`config.mk`:
```
export PLATFORM = sky130hd
export DESIGN_NAME = alu_rol_seq
export DESIGN_NICKNAME = d
export VERILOG_FILES = /design/src/rtl/alu_pkg.sv /design/src/rtl/alu_rol1.sv /design/src/rtl/alu_rol_seq.sv
export SDC_FILE = /design/constraint.sdc
export NUM_CORES = 1
export LEC_CHECK = 0
export ABC_CLOCK_PERIOD_IN_PS = 2000
export CELL_PAD_IN_SITES_DETAIL_PLACEMENT = 0
export CELL_PAD_IN_SITES_GLOBAL_PLACEMENT = 1
export CORE_MARGIN = 4
export CORE_UTILIZATION = 25
export CTS_CLUSTER_SIZE = 12
export DETAILED_ROUTE_END_ITERATION = 8
export GPL_ROUTABILITY_DRIVEN = 1
export PLACE_DENSITY_LB_ADDON = 0.1
export RECOVER_POWER = 100
export SYNTH_ARGS = -nofsm -noshare
export SYNTH_HDL_FRONTEND = slang
export SYNTH_SLANG_ARGS = --single-unit
```
`constraint.sdc`:
```
create_clock -name clk -period 2 [get_ports clk]
set_clock_uncertainty 0.15 [all_clocks]
set_input_delay 0.4 -clock clk [delete_from_list [all_inputs] [get_ports clk]]
set_output_delay 0.4 -clock clk [all_outputs]
set_load 0.1 [all_outputs]
```
`src/rtl/alu_pkg.sv`:
```
// alu_pkg: shared FSM state type and default sizing for the rotate-left sequencer
package alu_pkg;
  typedef enum logic [1:0] {IDLE, SHIFT, DONE} state_t;
  localparam int WIDTH_DEF = 5;
  localparam int MAX_ROT_DEF = 4;
  function automatic int cnt_width(input int max_rot);
    return (max_rot < 2) ? 1 : $clog2(max_rot + 1);
  endfunction
endpackage

```
`src/rtl/alu_rol1.sv`:
```
// alu_rol1: combinational one-bit rotate-left of a WIDTH-bit word
// Ports: d (word in), q (d rotated left by one, MSB wraps to LSB)
module alu_rol1 #(
  parameter int WIDTH = 5
) (
  input  logic [WIDTH-1:0] d,
  output logic [WIDTH-1:0] q
);
  assign q = {d[WIDTH-2:0], d[WIDTH-1]};
endmodule

```
`src/rtl/alu_rol_seq.sv`:
```
// alu_rol_seq: sequential rotate-left of A by B, one bit per clock
// Ports: clk, rst_n (async active-low); start/A/B request captured in IDLE;
//        R registered result, busy (SHIFT), done (one-cycle pulse), inval (B > MAX_ROT)
module alu_rol_seq
  import alu_pkg::*;
#(
  parameter int WIDTH = WIDTH_DEF,
  parameter int MAX_ROT = MAX_ROT_DEF
) (
  input  logic             clk,
  input  logic             rst_n,
  input  logic             start,
  input  logic [WIDTH-1:0] A,
  input  logic [WIDTH-1:0] B,
  output logic [WIDTH-1:0] R,
  output logic             busy,
  output logic             done,
  output logic             inval
);
  localparam int CW = cnt_width(MAX_ROT);
  localparam logic [WIDTH-1:0] MAXV = WIDTH'(MAX_ROT);
  state_t state, state_nx;
  logic [WIDTH-1:0] w, w_rot;
  logic [CW-1:0] cnt;
  logic over, accept;
  alu_rol1 #(.WIDTH(WIDTH)) u_rol1 (.d(w), .q(w_rot));
  assign accept = (state == IDLE) && start;
  // only the low counter bits are loaded; the full B decides legality
  assign over = B > MAXV;
  assign busy = state == SHIFT;
  assign done = state == DONE;
  always_ff @(posedge clk or negedge rst_n)
    if (!rst_n) state <= IDLE;
    else state <= state_nx;
  always_comb begin
    state_nx = state;
    if (accept) state_nx = SHIFT;
    else if (state == SHIFT && cnt == '0) state_nx = DONE;
    else if (state == DONE) state_nx = IDLE;
  end
  always_ff @(posedge clk or negedge rst_n)
    if (!rst_n) begin
      w <= '0;
      cnt <= '0;
      R <= '0;
      inval <= 1'b0;
    end else if (accept) begin
      w <= A;
      cnt <= over ? '0 : B[CW-1:0];
      inval <= over;
    end else if (state == SHIFT) begin
      if (cnt != '0) begin
        w <= w_rot;
        cnt <= cnt - CW'(1);
      end else R <= w;
    end
endmodule

```
==> results of run 1 <==
-- worst min-delay path by stage --
| stage | from | endpoint | slack (ns) | cells past startpoint |
|---|---|---|---|---|
| after CTS | rst_n | inval$_DFFE_PN0P_ | 0.29 | 2 |
| final | cnt[1]$_DFFE_PN0P_ | cnt[1]$_DFFE_PN0P_ | 0.35 | 1 |
| after detailed placement | cnt[1]$_DFFE_PN0P_ | cnt[1]$_DFFE_PN0P_ | 0.34 | 1 |
| after floorplan | rst_n | R[0]$_DFFE_PN0P_ | -0.05 | 0 |
| after global routing | cnt[1]$_DFFE_PN0P_ | cnt[1]$_DFFE_PN0P_ | 0.39 | 1 |
| after global placement | cnt[1]$_DFFE_PN0P_ | cnt[1]$_DFFE_PN0P_ | 0.34 | 1 |
-- per-layer routing --
| layer | GRT usage (%) | up-vias | share of wire (%) |
|---|---|---|---|
| li1 | - | 307 | - |
| met1 | 12.3 | 280 | 50 |
| met2 | 14.9 | 14 | 45 |
| met3 | 3.20 | 2 | 4.4 |
| met4 | 1.62 | 0 | 0.84 |
| met5 | 0 | - | 0 |
-- worst reg2reg max path, stage by stage, from the launching register on --
cell	delay, ns
dfrtp_1	0.33
inv_1	0.07
ha_1	0.21
nor2b_1	0.18
a211oi_4	0.32
buf_4	0.19
nor2_1	0.04
a31oi_1	0.14
-- state kept, by name (all words and copies together), names as in the netlist --
signal	count
w	5
inval	1
state	2
cnt	3
R	5
-- cells in the mapped netlist, types with 2 or more instances --
cell type,n
nand2b_1,2
o21a_1,2
nand2_1,10
mux2i_1,2
a31oi_1,3
dfrtp_1,16
nor2b_1,2
inv_1,4
o21ai_0,4
nor2_1,9
mux2_2,5
a21oi_1,3
ha_1,2
-- stage by stage --
step | instances | instance area, um2 | setup WS, ns | util [%]
floorplan | 74 | 767 | 0.0601 | -
global placement | 127 | 1100 | 0.147 | 39.0
detailed placement | 127 | 1100 | 0.122 | 39.0
CTS | 131 | 1140 | 0.153 | 40.3
global route | 131 | 1030 | 0.0665 | 36.6
finish | 131 | 1030 | 0.155 | 36.6
-- layout make-up --
type	count	area share, %
tap	31	3.75
inverter	4	1.45
clock buffer	4	3.51
sequential	16	38.7
multi-input combinational	53	33.3
timing repair buffer	23	19.3
-- kinds of logic after synthesis --
group           after synthesis  share of synthesized area [%]
mux                           7                           9.98
buf+inv                       5                           2.62
fa+ha+maj                     2                           3.27
flops                        16                           52.4
simple gates                 28                           16.9
xor+xnor                      1                           1.15
compound gates               15                           13.7
==> impl_metrics.toml, run 1 <==
[timing]
slew_viol_final = 0
setup_viol = 0
fmax_ghz = 0.542
hold_violations = 0
post-route-period-util_pct = 92.3
max_slew_margin_pct = 40.7
period_needed_ns = 1.85
tns_ns = 0
worstMarginPinSlew_ns = 0.889
whs_ns = 0.352
rsz0062_at_grt = "no"

[logic_synthesis]
ys.flop_type = "dfrtp_1"
yosys-top-cells-area = "dfrtp_1, mux2_2, nand2_1"
synth-seq-cells = 16
yosysTopAreaCell = "dfrtp_1"
synth_nets = 89
synth_cell_types = 23
ys_seq_area_share_pct = 52.4
synthesis.area_um2 = 764
synth_cells = 74
avgSynthCellArea_um2 = 10.3
synth_top_cell_area_share_pct = 52.4
synth_edf_count = 0
async_reset_ff_share_pct = 100
yosysWarnings = 0

[final_layout]
insertedDiodeCount = 0
final_cell_mix = "dfrtp_1, nand2_1, clkdlybuf4s50_1"
fillers = 285
seq_area_um2 = 400
nets = 116
syn_to_final_growth_pct = 35.4
drive_gt1_share_pct = 21.0
final_common_cell = "dfrtp_1"
multi_input_area_um2 = 344

[clocking]
cts-buffers-inserted = 3
cts_hold_buf = 0
cts_setup_buffers = 0
clock_latency_ns = 0.28
path_clk_slew_ns = 0.09
cts.sinks = 16
cts_resized = 0
htreeDepth = 1
root_buffer = "clkbuf_4"
cts_buffer_depth = 2
cts_tree = "yes"

[floorplan]
die_area_um2 = 4010
initial_core_util_pct = 27.0
core_area_um2 = 2830
die_h_um = 63.3
core.rowCount = 19
die_w_um = 63.3
io_pins = 21

[critical_path]
cp.depth = 3
critPathLaunch = "state[1]$_DFFE_PN0P_"
endpoint = "busy"
cpPeakStageDelay_ns = 0.46
setup.worst_path.end_class = "output port"
path_class = "reg2out"
worstRegToRegCells = 7
path_max_fanout = 6
r2r-end = "w[0]$_DFFE_PN0P_"
crit_path_top_delay_cell = "dfrtp_1"
rrSetupSlack_ns = 0.29
cp_top_family = "flip-flops"
r2r-start = "cnt[0]$_DFFE_PN0P_"
cp_cell_sequence = "nand2b_1, inv_1, buf_6"
cp_data_arrival_time_ns = 1.30
cp.buffers_inverters = 2
cp-start-kind = "flop"
required_ns = 1.45

[worst_hold_path]
hp-class = "reg2reg"

[route]
dr_total_vias = 603
post_drt_wl_per_cell_um = 12.7
initialDrtViolationCount = 21
via_per_inst = 4.60
antenna_left = 0
dr.pass1.iters = 4
drc = 0
totalWireLength_um = 1660

[run_status]
status = "finished, final reports clean"

[placement]
hpwl_um = 1240
port_buffers = 20
gp_congestion = 0.794

[global_routing]
grt_first_pass_wirelength_um = 2960
grt_use_total_pct = 9.29
grt_pass1_vias = 643
antenna_found_initial = 0
grt-ovfl-total = 0
grt_max_degree = 17

[job]
drv_cap = 0
Power of run 1 is not shown: default switching activity piles up to over one toggle a cycle in this logic, so the estimate is an artifact.
==> inputs of run 2 (changes only) <==
==> constraint.sdc (replaced) <==
create_clock -name clk -period 2 [get_ports clk]
set_clock_uncertainty 0.15 [all_clocks]
set_input_delay 0.6 -clock clk [delete_from_list [all_inputs] [get_ports clk]]
set_output_delay 0.6 -clock clk [all_outputs]
set_load 0.1 [all_outputs]
==> run 2 against run 1 <==
  * Utilization increased by 0.62 points
  * Worst setup slack worse by 0.080 ns
  * Global-route usage rose by 0.63 points
  * Die area did not move
  * Sequential cell count did not move
  * Sequential share of layout area is 0.53 points lower
  * Wire length grew 4.0%
  * Cell count up 2.3%
  * Fmax fell by 4.1%
  * Register-to-register slack got worse by 0.06 ns
  * First-iteration DRC count did not move
  * Non-clock buffer count is 4 higher
  * Critical path type unchanged
==> impl_metrics.toml, run 2 (synthesized netlist as in run 1, its figures left out) <==
[run_status]
status = "finished, final reports clean"

[clocking]
cts.sinks = 16
path_clk_slew_ns = 0.09
clock_latency_ns = 0.28
root_buffer = "clkbuf_4"
cts_buffer_depth = 2
cts-buffers-inserted = 3
cts_tree = "yes"
htreeDepth = 1

[final_layout]
nets = 120
reg.largest.list = "R x5, w x5, cnt x3"
final_common_cell = "dfrtp_1"
final_cell_mix = "dfrtp_1, clkdlybuf4s50_1, nand2_1"
multi_input_area_um2 = 352
seq_area_um2 = 402
drive_gt1_share_pct = 24.3
fillers = 304
syn_to_final_growth_pct = 37.6
insertedDiodeCount = 0

[floorplan]
initial_core_util_pct = 27.0
die_w_um = 63.3
io_pins = 21
core.rowCount = 19
die_h_um = 63.3
core_area_um2 = 2830
die_area_um2 = 4010

[timing]
slew_viol_final = 0
setup_slack_ns = 0.0749
worstMarginPinSlew_ns = 0.917
hold_violations = 0
post-route-period-util_pct = 96.3
setup_viol = 0
fmax_ghz = 0.519
period_needed_ns = 1.93
rsz0062_at_grt = "no"
max_slew_margin_pct = 38.8

[job]
drv_cap = 0

[critical_path]
cp-start-kind = "flop"
setup.worst_path.end_class = "output port"
path_class = "reg2out"
worstRegToRegCells = 7
required_ns = 1.25
path_max_fanout = 3
cp_data_arrival_time_ns = 1.18

[worst_hold_path]
hp-class = "reg2reg"
whs_path_depth = 1

[route]
initialDrtViolationCount = 21
via_per_inst = 4.69
antenna_left = 0
dr_total_vias = 629
post_drt_wl_per_cell_um = 12.9
dr.pass1.iters = 4
drc = 0
totalWireLength_um = 1730

[placement]
dp_slack_ns = 0.00348
port_buffers = 20
gp_congestion = 0.742
hpwl_um = 1310

[global_routing]
grt_pass1_vias = 646
grt-ovfl-total = 0
grt_use_total_pct = 9.92
grt_max_degree = 17
grt_first_pass_wirelength_um = 3020
antenna_found_initial = 0
run 2: changes by cell type in the layout (fill, tap and decap cells not counted), moves of 2 or more:
cell / before / now
buf_4: 2 / 4
buf_2: 0 / 6
clkbuf_1: 1 / 3
clkbuf_2: 6 / 0
run 2: area by class of cell:
cell class,count,area share [%]
Clock buffer,3,2.14
Inverter,4,1.43
Multi-Input combinational cell,53,33.4
Sequential cell,16,38.2
Tap cell,31,3.69
Timing Repair Buffer,27,21.2
run 2: timing repair:
| action | CTS | global route |
|---|---|---|
| resized for setup | 1 | 1 |
| setup endpoints to repair | 1 | 1 |
| setup buffers | 1 | 0 |
| hold buffers | 0 | 0 |
run 2: worst paths after layout:
path	to	slack (ns)	from
worst max register to register	w[4]$_DFFE_PN0P_	0.23	cnt[0]$_DFFE_PN0P_
worst max-delay path	busy	0.07	state[1]$_DFFE_PN0P_
worst min register to register	cnt[1]$_DFFE_PN0P_	0.35	cnt[1]$_DFFE_PN0P_
min in group asynchronous	cnt[2]$_DFFE_PN0P_	0.81	rst_n
max in group asynchronous	state[1]$_DFFE_PN0P_	0.28	rst_n
worst min-delay path	cnt[1]$_DFFE_PN0P_	0.35	cnt[1]$_DFFE_PN0P_
run 2: routing by layer:
metal | part of all wire, % | vias to the layer above | global-route usage (%)
li1 | - | 317 | -
met1 | 45 | 297 | 12.0
met2 | 48 | 13 | 15.8
met3 | 5.9 | 2 | 3.73
met4 | 1.0 | 0 | 4.04
met5 | 0 | - | 0
run 2: worst max-delay path, stage by stage (launching register included):
cell and delay (ns):
dfrtp_2 0.41, nand2b_1 0.20, inv_2 0.11, buf_12 0.17
run 2: through the flow:
stage	setup TNS, ns	cells	hold WS [ns]	utilization (%)	area (um2)
finish	0	134	0.352	37.2	1050
global route	0	134	0.396	37.2	1050
global placement	-0.0102	130	0.329	40.0	1130
detailed placement	0	130	0.336	40.0	1130
floorplan	0	74	0.154	-	772
CTS	0	134	0.358	41.1	1160
Power of run 2 is left out for the same reason.
==> inputs of run 3 (changes only) <==
--- a/config.mk
+++ b/config.mk
@@ -10,6 +10,7 @@
 export CELL_PAD_IN_SITES_GLOBAL_PLACEMENT = 1
 export CORE_MARGIN = 4
 export CORE_UTILIZATION = 25
+export CTS_CLUSTER_DIAMETER = 50
 export CTS_CLUSTER_SIZE = 12
 export DETAILED_ROUTE_END_ITERATION = 8
 export GPL_ROUTABILITY_DRIVEN = 1
==> results of run 3 <==
Same layout as run 2: the final DEF is identical, and so are final timing and power.
Power of run 3 is left out for the same reason.
